**src/rtl/pq_pkg.sv**
```systemverilog
// Shared types for the priority-queue device and its clients.
// Client FSM state encoding lives here so benches and checkers can decode the debug port.
package pq_pkg;

    localparam int PQ_CAPACITY = 8;
    localparam int KEY_WIDTH   = 8;
    localparam int VAL_WIDTH   = 8;
    localparam int CNT_W       = $clog2(PQ_CAPACITY + 1);

    typedef struct packed {
        logic [KEY_WIDTH-1:0] key;
        logic [VAL_WIDTH-1:0] val;
    } kv_t;

    typedef enum logic [1:0] {
        S_LOAD  = 2'd0,
        S_EWAIT = 2'd1,
        S_DRAIN = 2'd2,
        S_DWAIT = 2'd3
    } pqc_state_t;

endpackage

```
**src/rtl/pq_sort_client.sv**
```systemverilog
// Batch sorter client: loads a batch into the PQ, then drains it in ascending key order.
// Handshakes: a transfer happens on a cycle where valid && ready at the rising clk edge;
// valid never waits on ready, and out_kv is held while out_valid && !out_ready.
module pq_sort_client
    import pq_pkg::*;
(
    input  logic             clk,
    input  logic             rst,
    input  logic             in_valid,
    output logic             in_ready,
    input  kv_t              in_kv,
    input  logic             in_last,
    output logic             out_valid,
    input  logic             out_ready,
    output kv_t              out_kv,
    output logic             out_last,
    output logic             pq_enq,
    output logic             pq_deq,
    output kv_t              pq_kvi,
    input  kv_t              pq_kvo,
    input  logic             pq_full,
    input  logic             pq_empty,
    input  logic             pq_busy,
    output logic [CNT_W-1:0] count,
    output pqc_state_t       dbg_state
);

    pqc_state_t state;
    logic       last_seen;
    // The PQ only raises busy one cycle after a strobe, so the first wait cycle is skipped.
    logic       guard;

    assign dbg_state = state;
    assign out_kv    = pq_kvo;
    assign pq_kvi    = in_kv;
    assign pq_enq    = in_valid && in_ready;
    assign pq_deq    = out_valid && out_ready;

    always_comb begin
        in_ready  = 1'b0;
        out_valid = 1'b0;
        out_last  = 1'b0;
        case (state)
            S_LOAD:  in_ready  = !rst && !pq_busy && !pq_full && !last_seen;
            S_DRAIN: begin
                out_valid = !rst && !pq_busy && (count != '0);
                out_last  = out_valid && (count == CNT_W'(1));
            end
            default: ;
        endcase
    end

    always_ff @(posedge clk or posedge rst) begin
        if (rst) begin
            state     <= S_LOAD;
            count     <= '0;
            last_seen <= 1'b0;
            guard     <= 1'b0;
        end else begin
            case (state)
                S_LOAD: begin
                    if (pq_enq) begin
                        count     <= count + CNT_W'(1);
                        last_seen <= in_last;
                        guard     <= 1'b1;
                        state     <= S_EWAIT;
                    end
                end
                S_EWAIT: begin
                    if (guard) begin
                        guard <= 1'b0;
                    end else if (!pq_busy) begin
                        state <= last_seen ? S_DRAIN : S_LOAD;
                    end
                end
                S_DRAIN: begin
                    if (pq_deq) begin
                        count <= count - CNT_W'(1);
                        guard <= 1'b1;
                        state <= S_DWAIT;
                    end
                end
                S_DWAIT: begin
                    if (guard) begin
                        guard <= 1'b0;
                    end else if (!pq_busy) begin
                        if (count == '0) begin
                            last_seen <= 1'b0;
                            state     <= S_LOAD;
                        end else begin
                            state <= S_DRAIN;
                        end
                    end
                end
                default: state <= S_LOAD;
            endcase
        end
    end

    a_no_enq_deq_overlap: assert property (@(posedge clk) disable iff (rst) !(pq_enq && pq_deq));
    a_no_count_overflow:  assert property (@(posedge clk) disable iff (rst) pq_enq |-> (count != CNT_W'(PQ_CAPACITY)));
    a_no_count_underflow: assert property (@(posedge clk) disable iff (rst) pq_deq |-> (count != '0));
    // count is the authority; an empty PQ while we still expect items means the PQ misbehaved.
    a_pq_not_empty:       assert property (@(posedge clk) disable iff (rst) out_valid |-> !pq_empty);

endmodule
```
**config.mk**
```make
export PLATFORM = sky130hd
export DESIGN_NAME = pq_sort_client
export DESIGN_NICKNAME = d
export VERILOG_FILES = /design/src/rtl/pq_pkg.sv /design/src/rtl/pq_sort_client.sv
export SDC_FILE = /design/constraint.sdc
export NUM_CORES = 1
export LEC_CHECK = 0
export CAP_MARGIN = 0
export CORE_UTILIZATION = 29
export DETAILED_ROUTE_END_ITERATION = 10
export PLACE_DENSITY = 0.84
export SYNTH_ARGS = -nofsm -noshare
export SYNTH_HDL_FRONTEND = slang
export SYNTH_SLANG_ARGS = --single-unit
```
**constraint.sdc**
```tcl
create_clock -name clk -period 2.6 [get_ports clk]
set_input_delay 0.39 -clock clk [delete_from_list [all_inputs] [get_ports clk]]
set_output_delay 0.39 -clock clk [all_outputs]
set_load 0.05 [all_outputs]
```
# Word level (Yosys, flattened, before mapping)
# Cells that the tools add are included.
# word_totals
regBits,8
# op_classes
addsub,2
eq_ne,11
n_mux,23
n_reduce_logical,21
# op_table
operator,n
$mux 2,8
$ne 2x2->1 const B,7
$mux 1,9
$mux 4,2
$pmux 2 s4,1
$pmux 4 s2,1
$logic_and 1x1->1,7
$reduce_and 6->1,1
$reduce_and 5->1,1
$add 4x1->4 const B,1
$eq 2x2->1 const B,2
$eq 4x1->1 const B,1
$logic_not 1->1,4
$logic_not 4->1,1
$reduce_bool 2->1,2
$reduce_bool 4->1,1
$sub 4x1->4 const B,1
$pmux 1 s3,1
$reduce_and 3->1,1
$eq 2x1->1 const B,1
$logic_not 2->1,1
$pmux 1 s2,1
$reduce_and 2->1,1
$reduce_or 2->1,1

# Logic depth before layout (Yosys ltp)
# Gate-level depths: netlist (run 1).
# logic_depth
ltp_word,8
depth_mapped,6
depth_no_buf,6

# Worst setup path before layout (run 1)
# No wires, ideal clock.
# synth_path
path_kind,flip-flop to output port
from,reg count[0]
to,out out_last
arrival_time_ns,2.050
slack_ns,0.160
stages_incl_launch_ff,6
n_path_buf,0
path_cell_list,dfrtp_1 inv_1 ha_1 or3b_4 and3_4 and3_1
# synth_via
elab_chain_cells,4
word_cells_on_any_way,5
cone_classes,1 x eq/ne; 1 x mux; 3 x reduce/logical
# synth_rtl
item,line,rtl
start: declaration,pq_sort_client.sv:24,"output logic [CNT_W-1:0] count,"
start signal: assignment,pq_sort_client.sv:63,count <= count + CNT_W'(1);
start signal: assignment,pq_sort_client.sv:78,count <= count - CNT_W'(1);
$reduce_bool 4->1,pq_sort_client.sv:46,out_valid = !rst && !pq_busy && (count != '0);
$logic_and 1x1->1,pq_sort_client.sv:46,
$logic_and 1x1->1 *,pq_sort_client.sv:47,out_last = out_valid && (count == CNT_W'(1));
$mux 1 *,pq_sort_client.sv:43,case (state)
end: declaration,pq_sort_client.sv:16,"output logic out_last,"
# Every way passes the cells marked *; elsewhere a longest branch is shown, timed or not.

# Final worst setup path (run 1)
# layout_path
from,reg count[1]
to,out out_last
# The elaborated chain is that of the path after synthesis.

==> results_dict.tcl, run 1 <==
set metrics [dict create \
    cp.required_ns 2.21 \
    worstSetupPathType "flip-flop to primary output" \
    synth_async_sr_flop_share_pct 100 \
    die_h_um 52.4 \
    root_buffer "clkbuf_4" \
    cts_buffers 3 \
    h-tree-depth 1 \
    ys_seq_area_share_pct 27.2 \
    hold_viol_final 0 \
    cp-start-kind "flip-flop" \
    die_area_um2 2750 \
    dp_hpwl_mm 1.21 \
    status "completed" \
    maxCapViolCount 0 \
    yosysMostFrequentCell "buf_4" \
    rows 17 \
    setup_violations 0 \
    diodes 0 \
    skew_ns 0.00524 \
    grt.total_usage_pct 11.4 \
    cp.arrival_ns 1.92 \
    synth_top_cell_area_share_pct 32.6 \
    critPathTopFamily "simple AND/OR/NAND/NOR gates" \
    power.density_nw_per_um2 1140 \
    rsz0062_at_grt "false" \
    grt_pass1_vias 458 \
    n_fill_cell 237 \
    cts_sinks 8 \
    die_w_um 52.4 \
    cp_slowest_cell "dfrtp_1" \
    postRouteAntennaNets 0 \
    vias_per_cell 4.80 \
    gp_congestion 0.810 \
    synthCells 81 \
    total_leakage_power_nw 0.315 \
    tns_ns 0 \
    finalPower_mw 0.870 \
    crit_path_cell_trace "inv_1 > ha_1 > or3b_4 > and3_4 > and3_1 > buf_12" \
    antenna_found_initial 0 \
    post-route-min-period_ns 2.31 \
    place_ws_ns 0.546 \
    cts_resized 0 \
    hold_class "primary input to asynchronous set/reset pin" \
    yosysWarnings 0 \
    grt_max_degree 10 \
    worst_slack_ns 0.292 \
    crit_fanout 4 \
    period_share_pct 88.8 \
    rrSetupSlack_ns 0.82 \
    cp_num_buf_inv 2 \
    reg2reg_from "count[0]" \
    ys_seq_elements 8 \
    slowest_delay_ns 0.41 \
    grt_pass1_wl_mm 2.23 \
    clkSlewWorstSetupHoldPaths_ns 0.06 \
    relSlewSlack_pct 66.4 \
    ys_top_cells_by_count "buf_4, dfrtp_1, inv_1, nor2_1, a31oi_1" \
    numPortBuffers 17 \
    areaGrowthSynthToFinish_pct 3.40 \
    ff2ff_path_depth 6 \
    wirelength_mm 1.45 \
    synth_top_flop_cell "dfrtp_1" \
    endpoint_kind "primary output" \
    ios 83 \
    cts_setup_buffers 0 \
    synth.distinct_cells 27 \
    fmax_ghz 0.433 \
    start_util_pct 32.1 \
    clk_latency_ns 0.25 \
    wl_per_cell_um 14.9 \
    worstReg2RegEnd "count[3]" \
    synth_area_leaders "buf_4, dfrtp_1, ha_1" \
    nNetsFinal 114 \
    drt_iter0_drc 13 \
    grt_overflow_total 0 \
    synth_top_cell_by_area "buf_4" \
    cts_buffer_depth 2 \
    netlist_area_um2 737 \
    cts_hold_buf 0 \
    worst_slew_pin_slew_ns 0.502 \
    peakVddDrop_v 0.000445 \
    core-area_um2 2300 \
    synth-edff-count 0 \
    maxSlewViolCount 0 \
    drc_errors 0 \
    vias 466 \
    cts_tree "built" \
    syn_nets 124 \
    first_pass_iters 4 \
    syn_area_per_cell_um2 9.10 \
    drive_gt1_share_pct 21.7 \
]
==> routing by layer <==
metal / up-vias / part of all wire [%] / global-route usage, %
met5: - / 0 / 0
met4: 0 / 8.8 / 11.4
met3: 16 / 13 / 4.64
met2: 25 / 46 / 17.1
met1: 208 / 32 / 11.5
li1: 217 / - / -
==> worst max-delay path by stage <==
stage,endpoint,from,slack (ns),cells past startpoint
after floorplan,out_last,count[0],0.16,5
after global placement,pq_enq,pq_busy,0.55,5
after detailed placement,pq_enq,pq_busy,0.55,5
after CTS,out_last,count[0],0.28,6
after global routing,out_last,count[0],0.17,6
final,out_last,count[1],0.29,6
==> layout make-up <==
cell class / count / area, µm² / share of cell area, %
timing repair buffer: 17 / 208 / 27.3
tap: 28 / 35.0 / 4.60
multi-input combinational: 35 / 274 / 36.0
clock buffer: 3 / 22.5 / 2.96
sequential: 8 / 200 / 26.3
inverter: 6 / 22.5 / 2.96
==> metrics by stage <==
step | cells | instance area [µm²] | hold slack, ns | utilization [%]
floorplan | 81 | 737 | 0.206 | -
global placement | 94 | 739 | 0.511 | 32.2
detailed placement | 94 | 739 | 0.539 | 32.2
CTS | 97 | 762 | 0.475 | 33.2
global route | 97 | 762 | 0.489 | 33.2
finish | 97 | 762 | 0.470 | 33.2
==> sequential cells by signal (all words and copies together) (netlist names) <==
signal and count:
count 4, last_seen 1, dbg_state 2, guard 1
==> cells by family (layout without fill, tap and decap cells) <==
group	count (synthesis)	in the layout	share of synthesized area, %
buf+inv	38	26	35.7
simple gates	18	18	17.0
compound gates	9	9	9.00
flops	8	8	27.2
xor+xnor	4	4	4.75
fa+ha+maj	3	3	5.09
mux	1	1	1.36
==> cell usage in the layout, fill, tap and decap left out <==
master | Yosys | layout
or3b_4 | 1 | 1
nor4_2 | 1 | 1
clkdlybuf4s50_1 | 0 | 12
clkinv_1 | 1 | 1
nor2b_1 | 1 | 1
and3_4 | 1 | 1
dfrtp_1 | 8 | 8
a21oi_1 | 2 | 2
buf_12 | 0 | 4
nand4b_1 | 1 | 1
and3_1 | 1 | 1
clkbuf_4 | 0 | 3
and2_2 | 1 | 1
nand3_1 | 1 | 1
nand3_2 | 1 | 1
nor4_1 | 1 | 1
ha_1 | 3 | 3
mux2i_1 | 1 | 1
buf_4 | 32 | 1
xor2_1 | 1 | 1
inv_1 | 5 | 5
a31oi_1 | 4 | 4
nand4_1 | 1 | 1
nor2_1 | 5 | 5
o21bai_1 | 1 | 1
a21oi_2 | 1 | 1
and4_1 | 1 | 1
xnor2_1 | 3 | 3
and2_1 | 1 | 1
a221oi_2 | 1 | 1
==> report_power, final <==
group	switching [mW]	total [mW]	leakage [nW]	internal, mW
logic	0.310	0.507	0.203	0.197
registers	0.0870	0.269	0.0980	0.182
clock network	0.0418	0.0947	0.0138	0.0528
total	0.438	0.870	0.315	0.432
Power figures use the tool's default switching activity.
==> run 2: changes to the inputs <==
--- a/config.mk
+++ b/config.mk
@@ -8,7 +8,9 @@
 export CAP_MARGIN = 0
 export CORE_UTILIZATION = 29
 export DETAILED_ROUTE_END_ITERATION = 10
+export HOLD_SLACK_MARGIN = 0.05
 export PLACE_DENSITY = 0.84
+export RECOVER_POWER = 100
 export SYNTH_ARGS = -nofsm -noshare
 export SYNTH_HDL_FRONTEND = slang
 export SYNTH_SLANG_ARGS = --single-unit
==> run 2 against run 1 <==
Net effect:
- setup slack got worse by 0.048 ns
- clock power about the same
- sequential cell count unchanged
- clock-buffer cell count unchanged
- non-clock buffer count unchanged
==> results_dict.tcl, run 2 (synthesized netlist as in run 1, its figures left out) <==
set metrics [dict create \
    status "completed" \
    globalRouteMet2Util_pct 17.1 \
    layout_common_cells "dfrtp_1, dlygate4sd3_1, inv_1, nor2_1, clkdlybuf4s50_1" \
    hold_viol_final 0 \
    crit_fanout 4 \
    cp.arrival_ns 1.97 \
    largest_register_ffs 4 \
    regMostFlops "count" \
    die_w_um 52.4 \
    cts_buffer_depth 2 \
    maxCapViolCount 0 \
    grt_pass1_vias 458 \
    critPathTopFamily "buffers and inverters" \
    relSlewSlack_pct 65.9 \
    cts_tree "built" \
    drive_gt1_share_pct 14.5 \
    grt_max_degree 10 \
    cts_hold_buf 0 \
    cp.required_ns 2.21 \
    cts_resized 0 \
    antenna_found_initial 0 \
    root_buffer "clkbuf_4" \
    core-area_um2 2300 \
    setup_violations 0 \
    nNetsFinal 114 \
    dp_hpwl_mm 1.21 \
    rsz0062_at_grt "false" \
    n_fill_cell 247 \
    worst_slew_pin_slew_ns 0.509 \
    wl_per_cell_um 15.0 \
    cp_slowest_cell "dlygate4sd3_1" \
    ff2ff_path_depth 6 \
    peakVddDrop_v 0.000416 \
    cp-start-kind "primary input" \
    clk_latency_ns 0.25 \
    finalPower_mw 0.823 \
    regArea_um2 200 \
    post-route-min-period_ns 2.36 \
    worstSetupPathType "primary input to primary output" \
    wirelength_mm 1.45 \
    endpoint_kind "primary output" \
    final_common_cell "dfrtp_1" \
    maxSlewViolCount 0 \
    areaGrowthSynthToFinish_pct -6.28 \
    vias_per_cell 4.92 \
    drt_iter0_drc 7 \
    multiInputGateArea_um2 250 \
    cp_num_buf_inv 3 \
    use_met1_pct 11.5 \
    grt_pass1_wl_mm 2.23 \
    power.density_nw_per_um2 1190 \
    die_area_um2 2750 \
    crit_path_cell_trace "dlygate4sd3_1 > nor4_1 > nand3_2 > clkinv_1 > clkbuf_2" \
    grt.total_usage_pct 11.4 \
    ios 83 \
    start_util_pct 32.1 \
    skew_ns 0.00394 \
    clkSlewWorstSetupHoldPaths_ns 0.05 \
    hold_class "flip-flop to flip-flop" \
    postRouteAntennaNets 0 \
    total_leakage_power_nw 0.309 \
    vias 477 \
    h-tree-depth 1 \
    met3_usage_pct 4.64 \
    period_share_pct 90.6 \
    tns_ns 0 \
    numPortBuffers 17 \
    cts_buffers 3 \
    die_h_um 52.4 \
    top_usage_layer "met2" \
    cts_sinks 8 \
    first_pass_iters 4 \
    holdPathStages 1 \
    slowest_delay_ns 0.57 \
    cts_setup_buffers 0 \
    grt_overflow_total 0 \
    drc_errors 0 \
    diodes 0 \
    gp_congestion 0.810 \
    crit_cells 5 \
    rows 17 \
    fmax_ghz 0.425 \
]
## run 2: cell count changes in the layout (fill, tap and decap cells not counted), sizes merged
cell | previous run | this run
buf | 5 | 2
clkbuf | 3 | 6
clkdlybuf4s50 | 12 | 5
dlygate4sd3 | 0 | 7
## run 2: report_power, final
group	internal (mW)	switching, mW	total [mW]
sequential	0.182	0.0808	0.263
clock	0.0528	0.0417	0.0945
combinational	0.161	0.304	0.465
total	0.396	0.426	0.823
## run 2: per-layer routing
layer / share of wire [%] / vias up
met1: 31 / 214
met4: 8.8 / 0
met2: 46 / 29
li1: - / 218
met5: 0 / -
met3: 14 / 16
## run 2: path summary, 6_finish.rpt
path                                from            to  slack, ns
worst max-delay path                 rst        pq_enq       0.24
worst min-delay path            count[3]      count[3]       0.53
worst max register to register  count[0]      count[3]       0.86
worst min register to register  count[3]      count[3]       0.53
max in group asynchronous            rst  dbg_state[1]       1.78
min in group asynchronous            rst         guard       0.58
## run 2: per-stage QoR
stage	setup slack (ns)	std cells	hold WS [ns]	cell area [µm²]	util [%]
floorplan	0.160	81	0.206	737	-
global placement	0.545	94	0.511	739	32.2
detailed placement	0.546	94	0.539	739	32.2
CTS	0.278	97	0.475	762	33.2
global route	0.0867	97	0.554	691	30.1
finish	0.244	97	0.532	691	30.1
## run 2: area by class of cell
| cell class | instances | area share, % |
|---|---|---|
| multi-input cells | 35 | 36.2 |
| inverters | 6 | 3.26 |
| clock buffers | 3 | 3.26 |
| well taps | 28 | 5.07 |
| repair buffers | 17 | 23.2 |
| flip-flops and latches | 8 | 29.0 |
==> run 3: changes to the inputs <==
--- a/config.mk
+++ b/config.mk
@@ -6,10 +6,13 @@
 export NUM_CORES = 1
 export LEC_CHECK = 0
 export CAP_MARGIN = 0
-export CORE_UTILIZATION = 29
+export CELL_PAD_IN_SITES_DETAIL_PLACEMENT = 1
+export CELL_PAD_IN_SITES_GLOBAL_PLACEMENT = 1
+export CORE_UTILIZATION = 19
+export CTS_CLUSTER_SIZE = 28
 export DETAILED_ROUTE_END_ITERATION = 10
 export HOLD_SLACK_MARGIN = 0.05
-export PLACE_DENSITY = 0.84
+export PLACE_DENSITY_LB_ADDON = 0.1
 export RECOVER_POWER = 100
 export SYNTH_ARGS = -nofsm -noshare
 export SYNTH_HDL_FRONTEND = slang
==> run 3 against run 2 <==
Net effect:
- utilization down 9.8 points
- combinational power up 3%
- first-iteration DRC count down 43%
- hold slack worse by 0.024 ns
==> results_dict.tcl, run 3 (synthesized netlist as in run 1, its figures left out) <==
set metrics [dict create \
    cts_resized 0 \
    die_h_um 64.3 \
    wirelength_mm 1.70 \
    rows 22 \
    vias 486 \
    status "completed" \
    setup_violations 0 \
    maxSlewViolCount 0 \
    p_int_mw 0.451 \
    final_common_cell "dfrtp_1" \
    endpoint_kind "primary output" \
    clkSlewWorstSetupHoldPaths_ns 0.04 \
    cts_buffer_depth 2 \
    power.density_nw_per_um2 1200 \
    power_frac_seq_pct 30.0 \
    drt_iter0_drc 4 \
    worstSetupPathType "primary input to primary output" \
    start_util_pct 20.0 \
    dp_hpwl_mm 1.36 \
    cp-start-kind "primary input" \
    wl_per_cell_um 14.5 \
    grt_overflow_total 0 \
    tns_ns 0 \
    areaGrowthSynthToFinish_pct 1.53 \
    power_switching_mw 0.449 \
    grt_pass1_vias 532 \
    worst_slack_ns 0.182 \
    cp.arrival_ns 2.03 \
    maxCapViolCount 0 \
    crit_fanout 4 \
    crit_path_cell_trace "dlygate4sd3_1 > nor4_1 > nand3_2 > clkinv_1 > clkbuf_2" \
    die_w_um 64.3 \
    regMostFlops "count" \
    hold_viol_final 0 \
    fmax_ghz 0.414 \
    drc_errors 0 \
    drive_gt1_share_pct 13.0 \
    vias_per_cell 4.15 \
    slowest_delay_ns 0.58 \
    antenna_found_initial 0 \
    postRouteAntennaNets 0 \
    grt_pass1_wl_mm 2.77 \
    cp_slowest_cell "dlygate4sd3_1" \
    place_inst 114 \
    hold_class "flip-flop to flip-flop" \
    critPathTopFamily "buffers and inverters" \
    numPortBuffers 17 \
    worst_slew_pin_slew_ns 0.509 \
    relSlewSlack_pct 66.0 \
    layout_common_cells "dfrtp_1, dlygate4sd3_1, inv_1, nor2_1, clkdlybuf4s50_1" \
    die_area_um2 4130 \
    pwr-share-clk_pct 16.9 \
    nNetsFinal 114 \
    cts_sinks 8 \
    core-area_um2 3690 \
    cp_num_buf_inv 3 \
    diodes 0 \
    skew_ns 0.00416 \
    cts_setup_buffers 0 \
    first_pass_iters 3 \
    gp_congestion 0.729 \
    cts_tree "built" \
    largest_register_ffs 4 \
    grt.total_usage_pct 8.97 \
    rsz0062_at_grt "false" \
    period_share_pct 93.0 \
    swShare_pct 49.9 \
    peakVddDrop_v 0.000460 \
    grt_max_degree 10 \
    total_leakage_power_nw 0.319 \
    comb_power_share_pct 53.1 \
    post-route-min-period_ns 2.42 \
    root_buffer "clkbuf_8" \
    cts_hold_buf 0 \
    place_ws_ns 0.473 \
    clk_latency_ns 0.23 \
    cp.required_ns 2.21 \
    h-tree-depth 1 \
    final_cells 117 \
    ios 83 \
    cts_buffers 3 \
    finalPower_mw 0.900 \
]
[run 3: cell count changes in the layout (fill, tap and decap cells not counted)]
cell / delta
buf_12: +1
and2_2: -1
clkbuf_4: -3
clkbuf_8: +3
and2_0: +1
clkbuf_2: -1
[run 3: per-layer routing]
metal	routed length (µm)	vias to the layer above	GRT usage, %
li1	-	215	-
met1	734	231	10.5
met2	729	24	12.0
met3	175	16	4.46
met4	59	0	7.50
met5	0	-	0
[run 3: through the flow]
stage,hold slack (ns),area (µm²),util [%]
CTS,0.525,806,21.8
global placement,0.521,764,20.7
finish,0.508,748,20.3
floorplan,0.206,737,-
global route,0.557,748,20.3
detailed placement,0.518,764,20.7
[run 3: power by group through the flow]
stage	Combinational (mW)	Clock, mW	Sequential, mW
6_report	0.478	0.152	0.270
5_1_grt	0.515	0.169	0.284
4_1_cts	0.519	0.160	0.278
3_5_place_dp	0.518	0	0.280
3_3_place_gp	0.515	0	0.283
2_1_floorplan	0.333	0	0.404
[run 3: final cells by class]
class | count | area (µm²)
Fill cell | 440 | 2940
Timing Repair Buffer | 17 | 175
Sequential cell | 8 | 200
Multi-Input combinational cell | 35 | 249
Tap cell | 48 | 60.1
Inverter | 6 | 22.5
Clock buffer | 3 | 41.3
[run 3: final timing paths]
path / cells past startpoint / end / slack [ns] / start
setup / recovery: 5 / pq_enq / 0.18 / rst
hold / removal: 1 / count[3] / 0.51 / count[3]
setup reg to reg: 6 / count[1] / 0.77 / count[0]
hold reg to reg: 1 / count[3] / 0.51 / count[3]
max in group asynchronous: 2 / dbg_state[0] / 1.73 / rst
min in group asynchronous: 2 / last_seen / 0.62 / rst
